$ cat src/rtl/flash_pkg.sv
// Shared definitions for the flash prefetch line buffer.
// Holds the controller state encoding, the default line size and helpers that
// derive the word-index and tag widths from a line size.
package flash_pkg;

  localparam int ADDR_W             = 24;
  localparam int DATA_W             = 32;
  localparam int LINE_WORDS_DEFAULT = 4;

  typedef enum logic [1:0] {
    ST_IDLE  = 2'd0,
    ST_RESP  = 2'd1,
    ST_START = 2'd2,
    ST_FILL  = 2'd3
  } state_e;

  // Bits needed to select one word inside a line.
  function automatic int idx_width(input int line_words);
    return $clog2(line_words);
  endfunction

  // Address bits above the word index and the byte offset.
  function automatic int tag_width(input int line_words);
    return ADDR_W - 2 - idx_width(line_words);
  endfunction

  localparam int IDX_W_DEFAULT = idx_width(LINE_WORDS_DEFAULT);
  localparam int TAG_W_DEFAULT = tag_width(LINE_WORDS_DEFAULT);

endpackage

$ cat src/rtl/flash_prefetch_ctrl.sv
// Single-line prefetch buffer between a CPU read port and a flash burst engine.
// A miss launches one line-sized burst; words are served to the CPU as soon as
// they land, so a request for a word late in the line does not wait for the
// whole burst.
//
// Ports
//   clk, n_reset          clock, asynchronous active-low reset
//   req_valid/req_addr    CPU read request, held until req_ready
//   req_ready/req_rdata   one-cycle response pulse with its data
//   flush                 one-cycle pulse, invalidates the line
//   flash_start           one-cycle burst launch pulse
//   flash_address         line-aligned burst start address
//   flash_word_count      burst length, always LINE_WORDS
//   flash_strobe/_data    one burst word per strobe, ascending order
//   flash_done            one-cycle pulse after the last word
//   busy                  high while a burst is being launched or filled
module flash_prefetch_ctrl
  import flash_pkg::*;
#(
  parameter int LINE_WORDS = LINE_WORDS_DEFAULT  // power of two, 2..16
) (
  input  logic        clk,
  input  logic        n_reset,
  input  logic        req_valid,
  input  logic [23:0] req_addr,
  output logic        req_ready,
  output logic [31:0] req_rdata,
  input  logic        flush,
  output logic        flash_start,
  output logic [23:0] flash_address,
  output logic [23:0] flash_word_count,
  input  logic        flash_strobe,
  input  logic        flash_done,
  input  logic [31:0] flash_data,
  output logic        busy
);

  localparam int               IDX_W    = idx_width(LINE_WORDS);
  localparam int               TAG_W    = tag_width(LINE_WORDS);
  localparam logic [IDX_W:0]   CNT_FULL = (IDX_W + 1)'(LINE_WORDS);

  state_e                  state_q, state_d;
  logic [LINE_WORDS-1:0]   valid_q, valid_d;
  logic [TAG_W-1:0]        tag_q, tag_d;
  logic [IDX_W:0]          cnt_q, cnt_d;        // one extra bit: stops at LINE_WORDS
  logic                    discard_q, discard_d; // flush seen during a burst
  logic                    served_q, served_d;   // current request already answered
  logic                    req_ready_q, req_ready_d;
  logic [31:0]             req_rdata_q, req_rdata_d;
  logic                    flash_start_q, flash_start_d;
  logic [23:0]             flash_address_q, flash_address_d;
  logic                    busy_q, busy_d;

  logic [31:0]             data_q [LINE_WORDS];
  logic                    wr_en;
  logic [IDX_W-1:0]        wr_idx;

  logic [IDX_W-1:0]        req_idx;
  logic [TAG_W-1:0]        req_tag;
  logic                    tag_hit;
  logic                    word_hit;
  logic                    unused_byte_offset;

  assign req_idx  = req_addr[IDX_W+1:2];
  assign req_tag  = req_addr[23:IDX_W+2];
  assign tag_hit  = (req_tag == tag_q);
  assign word_hit = tag_hit && valid_q[req_idx];

  // Reads are word-wide; the byte offset never selects anything.
  assign unused_byte_offset = ^req_addr[1:0];

  always_comb begin
    // NOTE: every _d starts from a default so no path through this block
    // leaves a variable unassigned and infers a latch.
    state_d         = state_q;
    valid_d         = valid_q;
    tag_d           = tag_q;
    cnt_d           = cnt_q;
    discard_d       = discard_q;
    req_ready_d     = 1'b0;
    req_rdata_d     = req_rdata_q;
    flash_start_d   = 1'b0;
    flash_address_d = flash_address_q;
    wr_en           = 1'b0;
    wr_idx          = cnt_q[IDX_W-1:0];

    unique case (state_q)
      ST_IDLE: begin
        if (req_valid && !served_q) begin
          // A flush in the lookup cycle beats a hit: the line is refetched.
          if (word_hit && !flush) begin
            state_d     = ST_RESP;
            req_ready_d = 1'b1;
            req_rdata_d = data_q[req_idx];
          end else begin
            state_d         = ST_START;
            flash_start_d   = 1'b1;
            flash_address_d = {req_tag, {(IDX_W + 2){1'b0}}};
            tag_d           = req_tag;
            valid_d         = '0;
            cnt_d           = '0;
            discard_d       = 1'b0;
          end
        end else if (flush) begin
          valid_d = '0;
        end
      end

      ST_RESP: begin
        state_d = ST_IDLE;
        if (flush) valid_d = '0;
      end

      ST_START: begin
        state_d = ST_FILL;
        if (flush) discard_d = 1'b1;
      end

      ST_FILL: begin
        // The burst is never aborted; a flush only poisons the line at the end.
        if (flush) discard_d = 1'b1;

        if (flash_strobe && (cnt_q < CNT_FULL)) begin
          wr_en          = 1'b1;
          valid_d[wr_idx] = 1'b1;
          cnt_d          = cnt_q + (IDX_W + 1)'(1);
        end

        // Same-line requests are answered from a landed word or straight from
        // the strobe that delivers it; other lines wait for the burst to end.
        if (req_valid && !served_q && tag_hit) begin
          if (valid_q[req_idx]) begin
            req_ready_d = 1'b1;
            req_rdata_d = data_q[req_idx];
          end else if (wr_en && (wr_idx == req_idx)) begin
            req_ready_d = 1'b1;
            req_rdata_d = flash_data;
          end
        end

        if (flash_done) begin
          state_d   = ST_IDLE;
          discard_d = 1'b0;
          if (discard_q || flush) valid_d = '0;
        end
      end

      default: state_d = ST_IDLE;
    endcase

    // Stays set from the response until the CPU drops req_valid.
    served_d = req_valid && (served_q || req_ready_d);
    busy_d   = (state_d == ST_START) || (state_d == ST_FILL);
  end

  // NOTE: sequential state uses non-blocking assignments so every flop samples
  // the pre-edge value of the others.
  always_ff @(posedge clk or negedge n_reset) begin
    if (!n_reset) begin
      state_q         <= ST_IDLE;
      valid_q         <= '0;
      tag_q           <= '0;
      cnt_q           <= '0;
      discard_q       <= 1'b0;
      served_q        <= 1'b0;
      req_ready_q     <= 1'b0;
      req_rdata_q     <= '0;
      flash_start_q   <= 1'b0;
      flash_address_q <= '0;
      busy_q          <= 1'b0;
    end else begin
      state_q         <= state_d;
      valid_q         <= valid_d;
      tag_q           <= tag_d;
      cnt_q           <= cnt_d;
      discard_q       <= discard_d;
      served_q        <= served_d;
      req_ready_q     <= req_ready_d;
      req_rdata_q     <= req_rdata_d;
      flash_start_q   <= flash_start_d;
      flash_address_q <= flash_address_d;
      busy_q          <= busy_d;
    end
  end

  // NOTE: line data has no reset; the valid bits alone decide whether a word
  // may be used, so clearing the storage would buy nothing.
  always_ff @(posedge clk) begin
    if (wr_en) data_q[wr_idx] <= flash_data;
  end

  assign req_ready        = req_ready_q;
  assign req_rdata        = req_rdata_q;
  assign flash_start      = flash_start_q;
  assign flash_address    = flash_address_q;
  assign flash_word_count = 24'(LINE_WORDS);
  assign busy             = busy_q;

endmodule

$ cat config.mk
export PLATFORM = sky130hd
export DESIGN_NAME = flash_prefetch_ctrl
export DESIGN_NICKNAME = d
export VERILOG_FILES = /design/src/rtl/flash_pkg.sv /design/src/rtl/flash_prefetch_ctrl.sv
export SDC_FILE = /design/constraint.sdc
export NUM_CORES = 1
export LEC_CHECK = 0
export ABC_CLOCK_PERIOD_IN_PS = 3400
export CORE_MARGIN = 4
export CORE_UTILIZATION = 26
export CTS_CLUSTER_SIZE = 10
export DETAILED_ROUTE_END_ITERATION = 6
export PLACE_DENSITY = 0.48
export SLEW_MARGIN = 20
export SYNTH_ARGS = -nofsm -noshare
export SYNTH_HDL_FRONTEND = slang
export SYNTH_SLANG_ARGS = --single-unit
$ cat constraint.sdc
create_clock -name clk -period 3.4 [get_ports clk]
set_input_delay 0.34 -clock clk [delete_from_list [all_inputs] [get_ports clk]]
set_output_delay 0.34 -clock clk [all_outputs]
set_load 0.05 [all_outputs]
==> metrics.md, run 1 <==
| Metric | Value |
|---|---|
| CTS root buf | `clkbuf_16` |
| Flop2flop setup slack | `approximately 0.54 ns` |
| Critical path required time | `3.71 ns` |
| Post-synth top cells | `128 x edfxtp_1, 65 x dfrtp_1, 55 x mux2_2` |
| Area contributors post-synth | `edfxtp_1 45%, dfrtp_1 19%, mux4_2 8.8%, mux2_2 7.3%, mux2_4 5.3%` |
| Worst setup margin | `~0.54 ns` |
| Wire per inst | `17.6 um` |
| RR Endpoint | `req_rdata[28]$_DFFE_PN0P_` |
| Crit path time final | `2.86 ns` |
| Post-synth top area cell | `edfxtp_1` |
| Core area | `31900 um^2` |
| # Max-Cap Violations | `0` |
| Worst path cell trace | `xor2_1 > nor4_1 > nand4_1 > o31ai_1 > and3_2 > buf_4 > mux2_4` |
| Critical path arrival | `3.16 ns` |
| Fin Setup TNS | `0 ns` |
| Remaining DRCs | `0` |
| PwrDens | `roughly 870 nW/um^2` |
| Mapped Area | `8470 um^2` |
| Worst vdd rail ir drop | `0.495 mV` |
| RSZ-0062 raised after global routing | `false` |
| Leakage power | `3.89 nW` |
| Status | `completed` |
| Post-CTS sizing | `0` |
| Worst skew pair latency | `0.43 ns` |
| Clock-pin transition on the worst setup and hold timing paths | `0.08 ns` |
| Number of I/O port buffers | `roughly 110` |
| Reg2reg start | `flash_address[20]$_DFFE_PN0P_` |
| Part of the power in registers | `35.7%` |
| CTS Buf Count | `17` |
| DR vias | `4445` |
| Detail Route Antenna Nets | `0` |
| Post-detailed-placement half-perimeter wirelength | `around 12000 um` |
| Routability Congestion | `a little under 0.8` |
| Clk network pwr share | `a little over a fifth` |
| CP max-delay cell | `nor4_1` |
| Final setup skew | `0.0159 ns` |
| Critical path class | `flip-flop to flip-flop` |
| Tcrit/Tclk final | `84.1%` |
| Slew HR | `a little over half` |
| Main synth FF type | `edfxtp_1` |
| GRT Util Overall | `10.7%` |
| Vias/cell | `4.22` |
| EDFF count, synth | `128` |
| WP buf/inv | `1` |
| Worst Setup End Kind | `flip-flop` |
| Synth Warn # | `0` |
| Unique cell type count in the Yosys netlist | `41` |
| Final hold viol count | `0` |
| Pre-CTS setup slack | `roughly 0.23 ns` |
| Power, Total | `9.28 mW` |
| FP Rows | `65` |
| Actual slew at the worst max-slew pin | `0.699 ns` |
| Pin count of the biggest net entering global routing | `66` |
| Sw Share | `37.9%` |
| Die area | `35500 um^2` |
| Clock net sink count | `193` |
| Largest stage delay, worst path | `0.64 ns` |
| Ports | `145` |
| Yosys top cell area share | `45.4%` |
| Crit path max-delay family | `simple AND/OR/NAND/NOR gates` |
| Count leader, synth | `edfxtp_1` |
| Startpoint types | `flip-flop` |
| Setup violators final | `0` |
| ANT cells | `0` |
| P&R area growth vs syn | `25.8%` |
| Gr ovfl total | `0` |
| Fmax | `350 MHz` |
| Max Root-Sink Buffers | `2` |
| Vias in the first global route | `4919` |
| Share of cells above drive strength 1 | `28.4%` |
| Register area share after synthesis | `64.6%` |
| Chip width | `188 um` |
| Internal | `5.76 mW` |
| Avg Inst Size Synth | `17.7 um^2` |
| WL final | `18600 um` |
| R2R depth | `7` |
| Initial DRC count | `213` |
| Hold Path Class | `input port to asynchronous set/reset pin` |
| Initial Util | `between 20% and 30%` |
| H-tree Lvls | `4` |
| Worst Path Max Fanout | `15` |
| Antenna violations before repair | `2` |
| Register bit count reported by yosys | `193` |
| Cells after Synth | `479` |
| CTS tree | `yes` |
| Sw Pwr | `3.52 mW` |
| Chip Height | `188 um` |
| Combinational cell fraction of total power | `~43%` |
| First-pass GRT wire length | `29100 um` |
| 1st-pass router iterations | `4` |
| Slew Viols, Final | `0` |
| Layout Nets | `about 680` |
| Async S/R FF share, synth | `33.7%` |
==> state kept, by name, summed over array words and instances (netlist names), named ones only <==
name and count:
discard_q 1, req_rdata 32, flash_start 1, served_q 1, flash_address 20, req_ready 1, cnt_q 3, valid_q 4
data_q 128
==> placed cells by master (no fill, tap or decap), types with 2 or more instances in the layout <==
master	netlist	layout
buf_4	32	10
xnor2_1	10	10
o21ai_0	6	6
o211a_1	2	2
nand4_1	3	3
clkdlybuf4s50_1	0	111
o21a_1	2	2
nand3_1	2	2
clkinvlp_4	0	3
edfxtp_1	128	128
inv_1	10	10
ha_1	10	10
xor2_1	12	12
mux2i_1	4	4
nand2b_1	2	2
mux2_4	30	30
inv_6	0	6
conb_1	2	28
clkbuf_16	0	17
nand2_1	6	5
clkinv_2	0	2
nor2b_1	2	2
buf_12	3	6
a31oi_1	2	2
nor4_1	5	5
inv_8	0	2
mux4_2	33	33
and2_2	0	4
buf_2	2	2
o31ai_1	2	2
a21oi_1	9	9
mux2_2	55	55
nor2_1	13	13
dfrtp_1	65	65
==> how the worst max path moves through the flow <==
stage / startpoint / end / slack, ns / cells after the start
after floorplan: flip-flop / data_q[0][0]$_DFFE_PP_ / 0.61 / 5
after global placement: req_addr[20] / req_rdata[28]$_DFFE_PN0P_ / 0.35 / 8
after detailed placement: req_addr[20] / req_rdata[11]$_DFFE_PN0P_ / 0.23 / 8
after CTS: flash_address[20]$_DFFE_PN0P_ / req_rdata[28]$_DFFE_PN0P_ / 0.56 / 7
after global routing: flash_address[20]$_DFFE_PN0P_ / req_rdata[25]$_DFFE_PN0P_ / 0.35 / 7
final: flash_address[20]$_DFFE_PN0P_ / req_rdata[28]$_DFFE_PN0P_ / 0.54 / 7
==> routing by layer <==
metal	vias to the layer above	GRT usage, %	share of wire [%]
met5	-	0	0.13
met4	4	2.72	0.89
met3	16	4.22	6.8
met2	127	16.7	47
met1	2277	14.0	45
li1	2021	-	-
==> power by group through the flow <==
stage | Sequential, mW | Clock (mW) | Combinational (mW)
after floorplan | 4.46 | 0 | 1.80
after global placement | 3.34 | 0 | 4.02
after detailed placement | 3.37 | 0 | 4.05
after CTS | 3.32 | 2.05 | 4.07
after global routing | 3.38 | 2.15 | 4.25
final | 3.31 | 1.96 | 4.00
==> area by class of cell <==
class	count	area [um^2]
Fill cell	3093	21200
Timing Repair Buffer	130	1330
Inverter	10	37.5
Clock inverter	15	146
Sequential cell	193	5470
Clock buffer	17	425
Multi-Input combinational cell	254	2700
Tap cell	435	544
==> what timing repair did <==
| item | CTS | global route |
|---|---|---|
| setup buffers | 0 | 0 |
| hold endpoints to repair | 0 | 29 |
| setup endpoints to repair | 0 | 0 |
| hold buffers | 0 | 1 |
==> per-stage QoR <==
stage	cell area (um^2)	util [%]	std cells	hold WS [ns]
2_1_floorplan	8570	-	505	0.0444
3_3_place_gp	10100	31.5	1020	0.475
3_5_place_dp	10100	31.5	1020	0.489
4_1_cts	10600	33.3	1052	0.0794
5_1_grt	10700	33.4	1054	0.416
6_report	10700	33.4	1054	0.390
==> kinds of logic after synthesis <==
group	synth area share, %
muxes	21.9
buffers and inverters	4.77
other	0.0887
xor gates and xnor gates	2.27
and+or+nand+nor	2.45
DFF	64.6
AOI/OAI and AO/OA	2.48
adders and majority gates	1.48
No activity file was read; power rests on OpenSTA's default activity.
==> run 2, diff against run 1 <==
Settings changed: ABC_CLOCK_PERIOD_IN_PS 3400 to 2800.
Clock period 3.4 ns to 2.8 ns, I/O delays scaled along.
==> run 2 against run 1 <==
The run now ends with negative hold slack left. Power is 22% higher. Register-to-register slack worse by 0.25 ns. Clock power is 19% higher. Critical path type unchanged. Wire length is 0.85% lower. First-iteration DRC count is 20% lower. Sequential cell count stayed put. Utilization hardly changed. Critical endpoint is now req_rdata[9]$_DFFE_PN0P_. Sequential power is 21% higher. Largest cell class unchanged. Highest routed layer unchanged.
==> metrics.md, run 2 (synthesized netlist as in run 1, its figures left out) <==
| Metric | Value |
|---|---|
| Status | `finished, violations left` |
| Failing checks | `negative hold slack` |
| Met3 usage | `3.65% (-0.57 points)` |
| H-tree Lvls | `4 (unchanged)` |
| Power, Total | `11.3 mW (+22%)` |
| First-pass GRT wire length | `28900 um (-0.71%)` |
| Routability Congestion | `0.742 (-4.9%)` |
| Share of cells above drive strength 1 | `28.8% (+0.37 points)` |
| Die area | `35500 um^2 (unchanged)` |
| Placed Cells | `1028 (+0.78%)` |
| P&R area growth vs syn | `25.8% (about the same)` |
| Worst skew pair latency | `0.43 ns (about the same)` |
| Met1 Use GR | `13.1% (-0.82 points)` |
| # Max-Cap Violations | `0 (unchanged)` |
| Placed instance area | `10100 um^2 (+0.47%)` |
| Hold_buf cts | `0 (unchanged)` |
| Flop2flop setup slack | `0.29 ns (-0.25 ns)` |
| CTS tree | `yes` |
| Fin Setup TNS | `0 ns (unchanged)` |
| Reg2reg start | `flash_address[23]$_DFFE_PN0P_` |
| GRT Util Overall | `10.5% (-0.18 points)` |
| Post-CTS sizing | `0 (unchanged)` |
| Slew HR | `35.7% (-17 points)` |
| Clock net sink count | `193 (unchanged)` |
| PwrDens | `1060 nW/um^2 (+21%)` |
| Actual slew at the worst max-slew pin | `0.965 ns (+0.266 ns)` |
| FP Rows | `65 (unchanged)` |
| Crit path time final | `2.51 ns (-0.347 ns)` |
| Hold Path Class | `input port to asynchronous set/reset pin` |
| Post-detailed-placement half-perimeter wirelength | `12000 um (-0.25%)` |
| Commonest non-fill, non-tap cell in the layout | `edfxtp_1` |
| Critical path arrival | `2.81 ns (-0.35 ns)` |
| Layout Cells excl Fill | `1060 (+0.57%)` |
| Seq. cell area | `5470 um^2 (unchanged)` |
| Largest register by flop count | `data_q` |
| Layout Nets | `684 (+0.88%)` |
| Fillers | `3108 (+0.48%)` |
| Critical path class | `flip-flop to flip-flop` |
| Gr ovfl total | `0 (unchanged)` |
| Clock-pin transition on the worst setup and hold timing paths | `0.08 ns (about the same)` |
| Core area | `31900 um^2 (unchanged)` |
| Leakage power | `3.91 nW (+0.51%)` |
| CTS Buf Count | `17 (unchanged)` |
| Remaining DRCs | `0 (unchanged)` |
| Ports | `145 (unchanged)` |
| Critical path required time | `3.10 ns (-0.61 ns)` |
| DR vias | `4465 (+0.45%)` |
| R2R depth | `8 (+1)` |
| Final setup skew | `0.0146 ns (-0.00128 ns)` |
| Initial DRC count | `170 (-20%)` |
| Initial Util | `26.6% (unchanged)` |
| Detail Route Antenna Nets | `0 (unchanged)` |
| Final hold viol count | `7 (+7)` |
| Fmax | `398 MHz (+14%)` |
| Met2 Use GR | `17.4% (+0.76 points)` |
| Chip width | `188 um (unchanged)` |
| Worst vdd rail ir drop | `0.597 mV (+20%)` |
| RSZ-0062 raised after global routing | `false` |
| Most frequent cells in the layout | `128 x edfxtp_1, 111 x clkdlybuf4s50_1, 65 x dfrtp_1, 55 x mux2_2, 33 x mux4_2` |
| Tcrit/Tclk final | `89.7% (+5.6 points)` |
| WL final | `18400 um (-0.85%)` |
| Wire per inst | `17.4 um (-1.4%)` |
| Chip Height | `188 um (unchanged)` |
| CTS root buf | `clkbuf_16` |
| Max reg flops | `128 (unchanged)` |
| Vias/cell | `4.21 (-0.12%)` |
| Hold WS | `-0.00277 ns (-0.392 ns)` |
| Multi-input logic area | `2700 um^2 (unchanged)` |
| Vias in the first global route | `4957 (+0.77%)` |
| ANT cells | `0 (unchanged)` |
| GR peak layer | `met2` |
| Design Area, Final | `10700 um^2 (about the same)` |
| Startpoint types | `flip-flop` |
| Pin count of the biggest net entering global routing | `66 (unchanged)` |
| Worst Path Max Fanout | `17 (+2)` |
| 1st-pass router iterations | `4 (unchanged)` |
| Antenna violations before repair | `2 (unchanged)` |
| Setup violators final | `0 (unchanged)` |
| Number of I/O port buffers | `114 (unchanged)` |
| RR Endpoint | `req_rdata[9]$_DFFE_PN0P_` |
| Max Root-Sink Buffers | `2 (unchanged)` |
| Worst Setup End Kind | `flip-flop` |
| Slew Viols, Final | `0 (unchanged)` |
| # Post-CTS Setup Buffers | `0 (unchanged)` |
==> run 2: changes by cell type in the layout (fill, tap and decap cells not counted) <==
cell | previous run | this run
buf_12 | 6 | 4
buf_4 | 10 | 19
clkinv_2 | 2 | 1
clkinv_4 | 1 | 2
inv_6 | 6 | 3
dlygate4sd3_1 | 1 | 0
clkbuf_1 | 0 | 3
==> run 2: layout make-up <==
class	count	share of cell area, %
clock buffers	20	4.10
clock inverters	12	1.16
inverters	10	0.352
multi-input cells	254	25.4
flip-flops and latches	193	51.3
well taps	435	5.11
repair buffers	136	12.6
==> run 2: worst max path at each step <==
| stage | startpoint | endpoint | slack (ns) |
|---|---|---|---|
| floorplan | flip-flop | data_q[0][0]$_DFFE_PP_ | 0.01 |
| global placement | req_addr[23] | req_rdata[9]$_DFFE_PN0P_ | -0.02 |
| detailed placement | req_addr[23] | req_rdata[9]$_DFFE_PN0P_ | -0.06 |
| CTS | flash_address[23]$_DFFE_PN0P_ | req_rdata[9]$_DFFE_PN0P_ | 0.23 |
| global route | flash_address[23]$_DFFE_PN0P_ | req_rdata[9]$_DFFE_PN0P_ | 0.03 |
| finish | flash_address[23]$_DFFE_PN0P_ | req_rdata[9]$_DFFE_PN0P_ | 0.29 |
==> run 2: metrics by stage <==
| stage | util, % | setup slack [ns] |
|---|---|---|
| CTS | 33.4 | 0.231 |
| detailed placement | 31.7 | -0.0603 |
| global route | 33.4 | 0.0255 |
| global placement | 31.7 | -0.0186 |
| finish | 33.4 | 0.289 |
| floorplan | - | 0.00993 |
==> run 2: metal layers <==
layer | wire length (um) | part of all wire, % | vias to the layer above
met3 | 1290 | 7.0 | 15
met4 | 159 | 0.86 | 4
met1 | 8150 | 44 | 2277
li1 | - | - | 2040
met2 | 8820 | 48 | 129
met5 | 21 | 0.11 | -
==> run 2: report_power, final <==
group	switching [mW]	internal [mW]	total (mW)
combinational	2.78	2.12	4.91
sequential	0.362	3.66	4.02
clock	1.09	1.25	2.34
==> run 2: worst max-delay path, stage by stage, from the launching register on <==
cell	delay, ns
dfrtp_1	0.41
xor2_1	0.17
nor4_1	0.37
buf_4	0.19
nand4_1	0.15
o31ai_1	0.24
and3_2	0.30
buf_12	0.21
mux2_2	0.35
